**src/rtl/ov5640_dvp_capture.sv**
```systemverilog
// OV5640 DVP capture: packs byte pairs into RGB565 and gates capture on frame edges.
// Define CAP_TESTPAT_EN to replace camera pixels with colour bars.
module ov5640_dvp_capture #(
  parameter int H_ACT      = 640,
  parameter int V_ACT      = 480,
  parameter int FRAME_SKIP = 10,
  parameter bit VS_POL     = 1'b1
) (
  input  logic        sclk,
  input  logic        s_rst,
  input  logic        cfg_done,
  input  logic        capture_en,
  input  logic        cam_vsync,
  input  logic        cam_href,
  input  logic [7:0]  cam_data,
  output logic [15:0] pix_data,
  output logic        pix_valid,
  output logic        frame_start,
  output logic        frame_done,
  output logic        line_err,
  output logic [7:0]  frame_cnt
);

  typedef enum logic [1:0] {
    IDLE,
    SKIP,
    WAIT_VS,
    ACTIVE
  } state_t;

  localparam logic [10:0] H_EXP = 11'(H_ACT);
  localparam logic [10:0] V_EXP = 11'(V_ACT);
  localparam logic [10:0] CNT_MAX = 11'h7FF;
  localparam logic [7:0] SKIP_LAST =
    (FRAME_SKIP == 0) ? 8'd0 : 8'(FRAME_SKIP - 1);

  state_t      state;
  logic        r1_vsync;
  logic        r1_href;
  logic [7:0]  r1_data;
  logic        vs_act_d;
  logic        href_d;
  logic        phase;
  logic [7:0]  hi_byte;
  logic [7:0]  skip_cnt;
  logic [10:0] col_cnt;
  logic [10:0] row_cnt;

  logic        vs_act;
  logic        vs_rise;
  logic        vs_fall;
  logic        href_fall;
  logic [10:0] rows_end;
  logic [15:0] pix_word;

  assign vs_act    = (r1_vsync == VS_POL);
  assign vs_rise   = vs_act & ~vs_act_d;
  assign vs_fall   = ~vs_act & vs_act_d;
  assign href_fall = href_d & ~r1_href;
  // a line still open when vsync asserts counts as a row
  assign rows_end  = row_cnt + {10'd0, href_d};

`ifdef CAP_TESTPAT_EN
  localparam int BAR_W = (H_ACT / 8 > 0) ? H_ACT / 8 : 1;

  logic [10:0] bar_q;
  logic [2:0]  bar_sel;
  logic [15:0] bar_rgb;

  assign bar_q   = col_cnt / 11'(BAR_W);
  assign bar_sel = (bar_q > 11'd7) ? 3'd7 : bar_q[2:0];

  always_comb begin
    bar_rgb = 16'h0000;
    unique case (bar_sel)
      3'd0: bar_rgb = 16'hFFFF;
      3'd1: bar_rgb = 16'hFFE0;
      3'd2: bar_rgb = 16'h07FF;
      3'd3: bar_rgb = 16'h07E0;
      3'd4: bar_rgb = 16'hF81F;
      3'd5: bar_rgb = 16'hF800;
      3'd6: bar_rgb = 16'h001F;
      3'd7: bar_rgb = 16'h0000;
    endcase
  end

  assign pix_word = (capture_en & cfg_done) ?
    bar_rgb : {hi_byte, r1_data};
`else
  assign pix_word = {hi_byte, r1_data};
`endif

  always_ff @(posedge sclk or posedge s_rst) begin
    if (s_rst) begin
      state       <= IDLE;
      r1_vsync    <= 1'b0;
      r1_href     <= 1'b0;
      r1_data     <= 8'd0;
      vs_act_d    <= 1'b0;
      href_d      <= 1'b0;
      phase       <= 1'b0;
      hi_byte     <= 8'd0;
      skip_cnt    <= 8'd0;
      col_cnt     <= 11'd0;
      row_cnt     <= 11'd0;
      pix_data    <= 16'd0;
      pix_valid   <= 1'b0;
      frame_start <= 1'b0;
      frame_done  <= 1'b0;
      line_err    <= 1'b0;
      frame_cnt   <= 8'd0;
    end else begin
      r1_vsync    <= cam_vsync;
      r1_href     <= cam_href;
      r1_data     <= cam_data;
      vs_act_d    <= vs_act;
      href_d      <= r1_href;
      pix_valid   <= 1'b0;
      frame_start <= 1'b0;
      frame_done  <= 1'b0;
      if (!cfg_done) begin
        state <= IDLE;
        phase <= 1'b0;
      end else begin
        case (state)
          IDLE: begin
            skip_cnt <= 8'd0;
            state    <= (FRAME_SKIP == 0) ? WAIT_VS : SKIP;
          end
          SKIP: begin
            if (vs_fall) begin
              skip_cnt <= skip_cnt + 8'd1;
              if (skip_cnt == SKIP_LAST)
                state <= WAIT_VS;
            end
          end
          WAIT_VS: begin
            if (vs_fall && capture_en) begin
              state       <= ACTIVE;
              frame_start <= 1'b1;
              line_err    <= 1'b0;
              row_cnt     <= 11'd0;
              col_cnt     <= 11'd0;
              phase       <= 1'b0;
            end
          end
          ACTIVE: begin
            if (vs_rise) begin
              state      <= WAIT_VS;
              frame_done <= 1'b1;
              frame_cnt  <= frame_cnt + 8'd1;
              phase      <= 1'b0;
              col_cnt    <= 11'd0;
              if (rows_end != V_EXP ||
                  (href_d && col_cnt != H_EXP))
                line_err <= 1'b1;
            end else if (r1_href) begin
              phase <= ~phase;
              if (!phase) begin
                hi_byte <= r1_data;
              end else begin
                pix_data  <= pix_word;
                pix_valid <= 1'b1;
                if (col_cnt != CNT_MAX)
                  col_cnt <= col_cnt + 11'd1;
              end
            end else if (href_fall) begin
              phase   <= 1'b0;
              col_cnt <= 11'd0;
              if (col_cnt != H_EXP)
                line_err <= 1'b1;
              if (row_cnt != CNT_MAX)
                row_cnt <= row_cnt + 11'd1;
            end
          end
          default: state <= IDLE;
        endcase
      end
    end
  end

endmodule

```
**config.mk**
```make
export PLATFORM = sky130hd
export DESIGN_NAME = ov5640_dvp_capture
export DESIGN_NICKNAME = d
export VERILOG_FILES = /design/src/rtl/ov5640_dvp_capture.sv
export SDC_FILE = /design/constraint.sdc
export NUM_CORES = 1
export LEC_CHECK = 0
export ABC_AREA = 1
export ABC_CLOCK_PERIOD_IN_PS = 2750
export CORE_AREA = 2 2 94 96
export DETAILED_ROUTE_END_ITERATION = 16
export DIE_AREA = 0 0 96 98
export PLACE_DENSITY = 0.83
export SYNTH_ARGS = -nofsm -noshare
export SYNTH_HDL_FRONTEND = slang
export SYNTH_SLANG_ARGS = --single-unit
```
**constraint.sdc**
```tcl
create_clock -name sclk -period 2.75 [get_ports sclk]
set_input_delay 0.825 -clock sclk [delete_from_list [all_inputs] [get_ports sclk]]
set_output_delay 0.825 -clock sclk [all_outputs]
set_load 0.02 [all_outputs]
```
==> run summary <==
critical path's largest stage delay -> 640 ps
Data arrival, critical path -> 1440 ps
clock buffer count from CTS -> 9
NetSw -> 1290 uW
final instance area -> 4890 sq um
PwrDens -> 735 nW/um^2
Leak -> 0.00228 uW
WL/cell -> 13.0 microns
clock buffer depth -> 2
root buffer cell -> clkbuf_8
wirelength, routed -> 8640 microns
yosys warns -> 0
Post-Syn Area -> 4160 sq um
n_diodes -> 0
# rows -> 34
syn_nets -> 526
GRT Residual Overflow -> 0
clock power share -> 25.6%
final setup violation count -> 0
leading area contributor after synthesis -> dfrtp_1
unrepaired setup endpoints after global routing -> no
worst hold path type -> flop to flop
Sw Share -> 36.0%
Comb power frac -> 28.6%
post-CTS setup buffers -> 0
endpoints failing hold -> 0
Die X -> 96 microns
clock transition at the registers of the reported paths -> 90 ps
delay-heaviest family, CP -> buffers and inverters
IO buf count -> 41
Slew headroom -> 57.8%
DRT antenna net count -> 0
Initial Util -> 49.1%
CP required -> 1930 ps
cell chain of the critical path -> clkdlybuf4s50_1
crit path buf inv count -> 1
clk_lat worst skew -> 360 ps
CP Max Fanout -> 4
Least-Margin Pin Slew -> 632 ps
Place WS -> 162 ps
total clock sinks -> 81
Slew Limit Fails -> 0
Post-synth EDFFs -> 0
largest net degree at the start of global routing -> 31
first-pass GRT wire length -> 15,400 microns
Die ar. -> 9410 sq um
layout cells sized above 1 -> 10.1%
final worst slack -> 489 ps
vias per inst -> 5.14
GPL Wtd Cong -> 0.862
Seq/Total Area, Yosys -> 48.8%
H-tree levels -> 3
post-CTS sizing -> 0
top cell type's share of synthesized area -> 48.8%
Layout Skew -> 13.3 ps
Placeable Area -> 8470 sq um
Max Clk Rate -> 442 MHz
drt pass-1 iters -> 5
Boundary Pins -> 42
vias in the first global route -> 3,437
DP Area -> 4680 sq um
synthesis-to-layout area growth -> 17.6%
Synth area leaders -> dfrtp_1 49%, nand2_1 13%, nor2_1 5.1%
DRT iter0 DRCs -> 152
Cell variety after synth -> 33
critical path class -> flop to output port
CP Capture Type -> output port
Async SR Flop Fraction -> 100%
setup tns final -> 0 ps
fin crit share -> 82.2%
CTS hold repair buffers -> 0
fin crit period -> 2260 ps
Seq cells post-synth -> 81
Max-Cap Viols -> 0
status -> completed
CP max stage cell -> clkdlybuf4s50_1
Worst setup SP type -> flop
Syn Inst Count -> 504
peak supply drop -> 481 uV
DP HPWL -> 5870 microns
global-route total usage across every layer -> 20.5%
Avg Synthesized Cell Area -> 8.25 sq um
Nets -> 571
Pint -> 2300 uW
CTS tree -> done
via count -> 3,400
top_reg_cell synth -> dfrtp_1
# DRC -> 0
Chip Height -> 98 microns
sequential share of power -> 45.8%
initial antenna violation count -> 0
[cell usage in the layout, fill, tap and decap left out, types with 12 or more instances in the layout]
cell type / n
o21ai_0: 12
nor2_1: 56
nor3_1: 17
inv_1: 52
xor2_1: 16
nand2_1: 140
dfrtp_1: 81
o21ai_2: 17
nand3_1: 37
clkdlybuf4s50_1: 41
[power by group through the flow]
| stage | Clock (uW) | Combinational (uW) | Sequential [uW] |
|---|---|---|---|
| after floorplan | 0 | 575 | 1720 |
| after global placement | 0 | 978 | 1650 |
| after detailed placement | 0 | 1010 | 1650 |
| after CTS | 938 | 1030 | 1640 |
| after global routing | 989 | 1140 | 1680 |
| final | 919 | 1030 | 1650 |
[layer usage]
layer / wire (microns) / GRT usage [%]
met1: 3960 / 27.6
met2: 4190 / 32.4
met3: 325 / 3.63
met4: 167 / 8.57
met5: 0 / 0
[area by class of cell]
| type | count | area [sq um] |
|---|---|---|
| clock inverters | 6 | 72.6 |
| inverters | 57 | 218 |
| clock buffers | 10 | 138 |
| multi-input cells | 355 | 1830 |
| fillers | 711 | 3580 |
| flip-flops and latches | 81 | 2030 |
| well taps | 108 | 135 |
| repair buffers | 45 | 465 |
[synthesized netlist by cell type, types with 4 or more instances]
library cell / n
buf_2: 4
nand3_1: 37
inv_1: 53
dfrtp_1: 81
nand3b_1: 4
nor2_1: 56
a21oi_1: 6
nand4_1: 7
xnor2_1: 4
o21ai_0: 12
nor3_1: 17
o21ai_1: 11
buf_6: 4
nand2_1: 140
o21ai_2: 17
xor2_1: 16
ha_1: 8
[sequential cells by signal, indices dropped and copies added, names as in the netlist, 2 cells and up]
register	flops
r1_data	8
state	2
frame_cnt	8
row_cnt	11
pix_data	16
skip_cnt	8
hi_byte	8
col_cnt	11
[kinds of logic (layout without fill, tap and decap cells)]
family,Yosys count,after routing,synth area share [%]
and+or+nand+nor,277,277,29.6
buffers and inverters,68,118,7.16
AOI/OAI and AO/OA,49,49,7.58
adders and majority gates,8,8,2.41
xor gates and xnor gates,20,20,4.21
DFF,81,81,48.8
muxes,1,1,0.271
[stage by stage]
step,hold slack [ps],instances,utilization [%],total power (uW)
6_report,478,662,57.7,3590
2_1_floorplan,349,504,-,2300
5_1_grt,494,662,57.7,3820
3_3_place_gp,457,646,55.3,2630
3_5_place_dp,449,646,55.3,2670
4_1_cts,482,662,57.7,3620
[final timing paths]
check,from,end,slack (ps),depth (start not counted)
hold reg to reg,r1_vsync,vs_act_d,480,0
hold / removal,r1_vsync,vs_act_d,480,0
setup reg to reg,r1_vsync,col_cnt[8],650,10
max in group asynchronous,s_rst,row_cnt[1],1300,3
min in group asynchronous,s_rst,hi_byte[0],890,2
setup / recovery,frame_cnt[5],frame_cnt[5],490,1
Note: power is estimated with default switching activity, not from simulation.
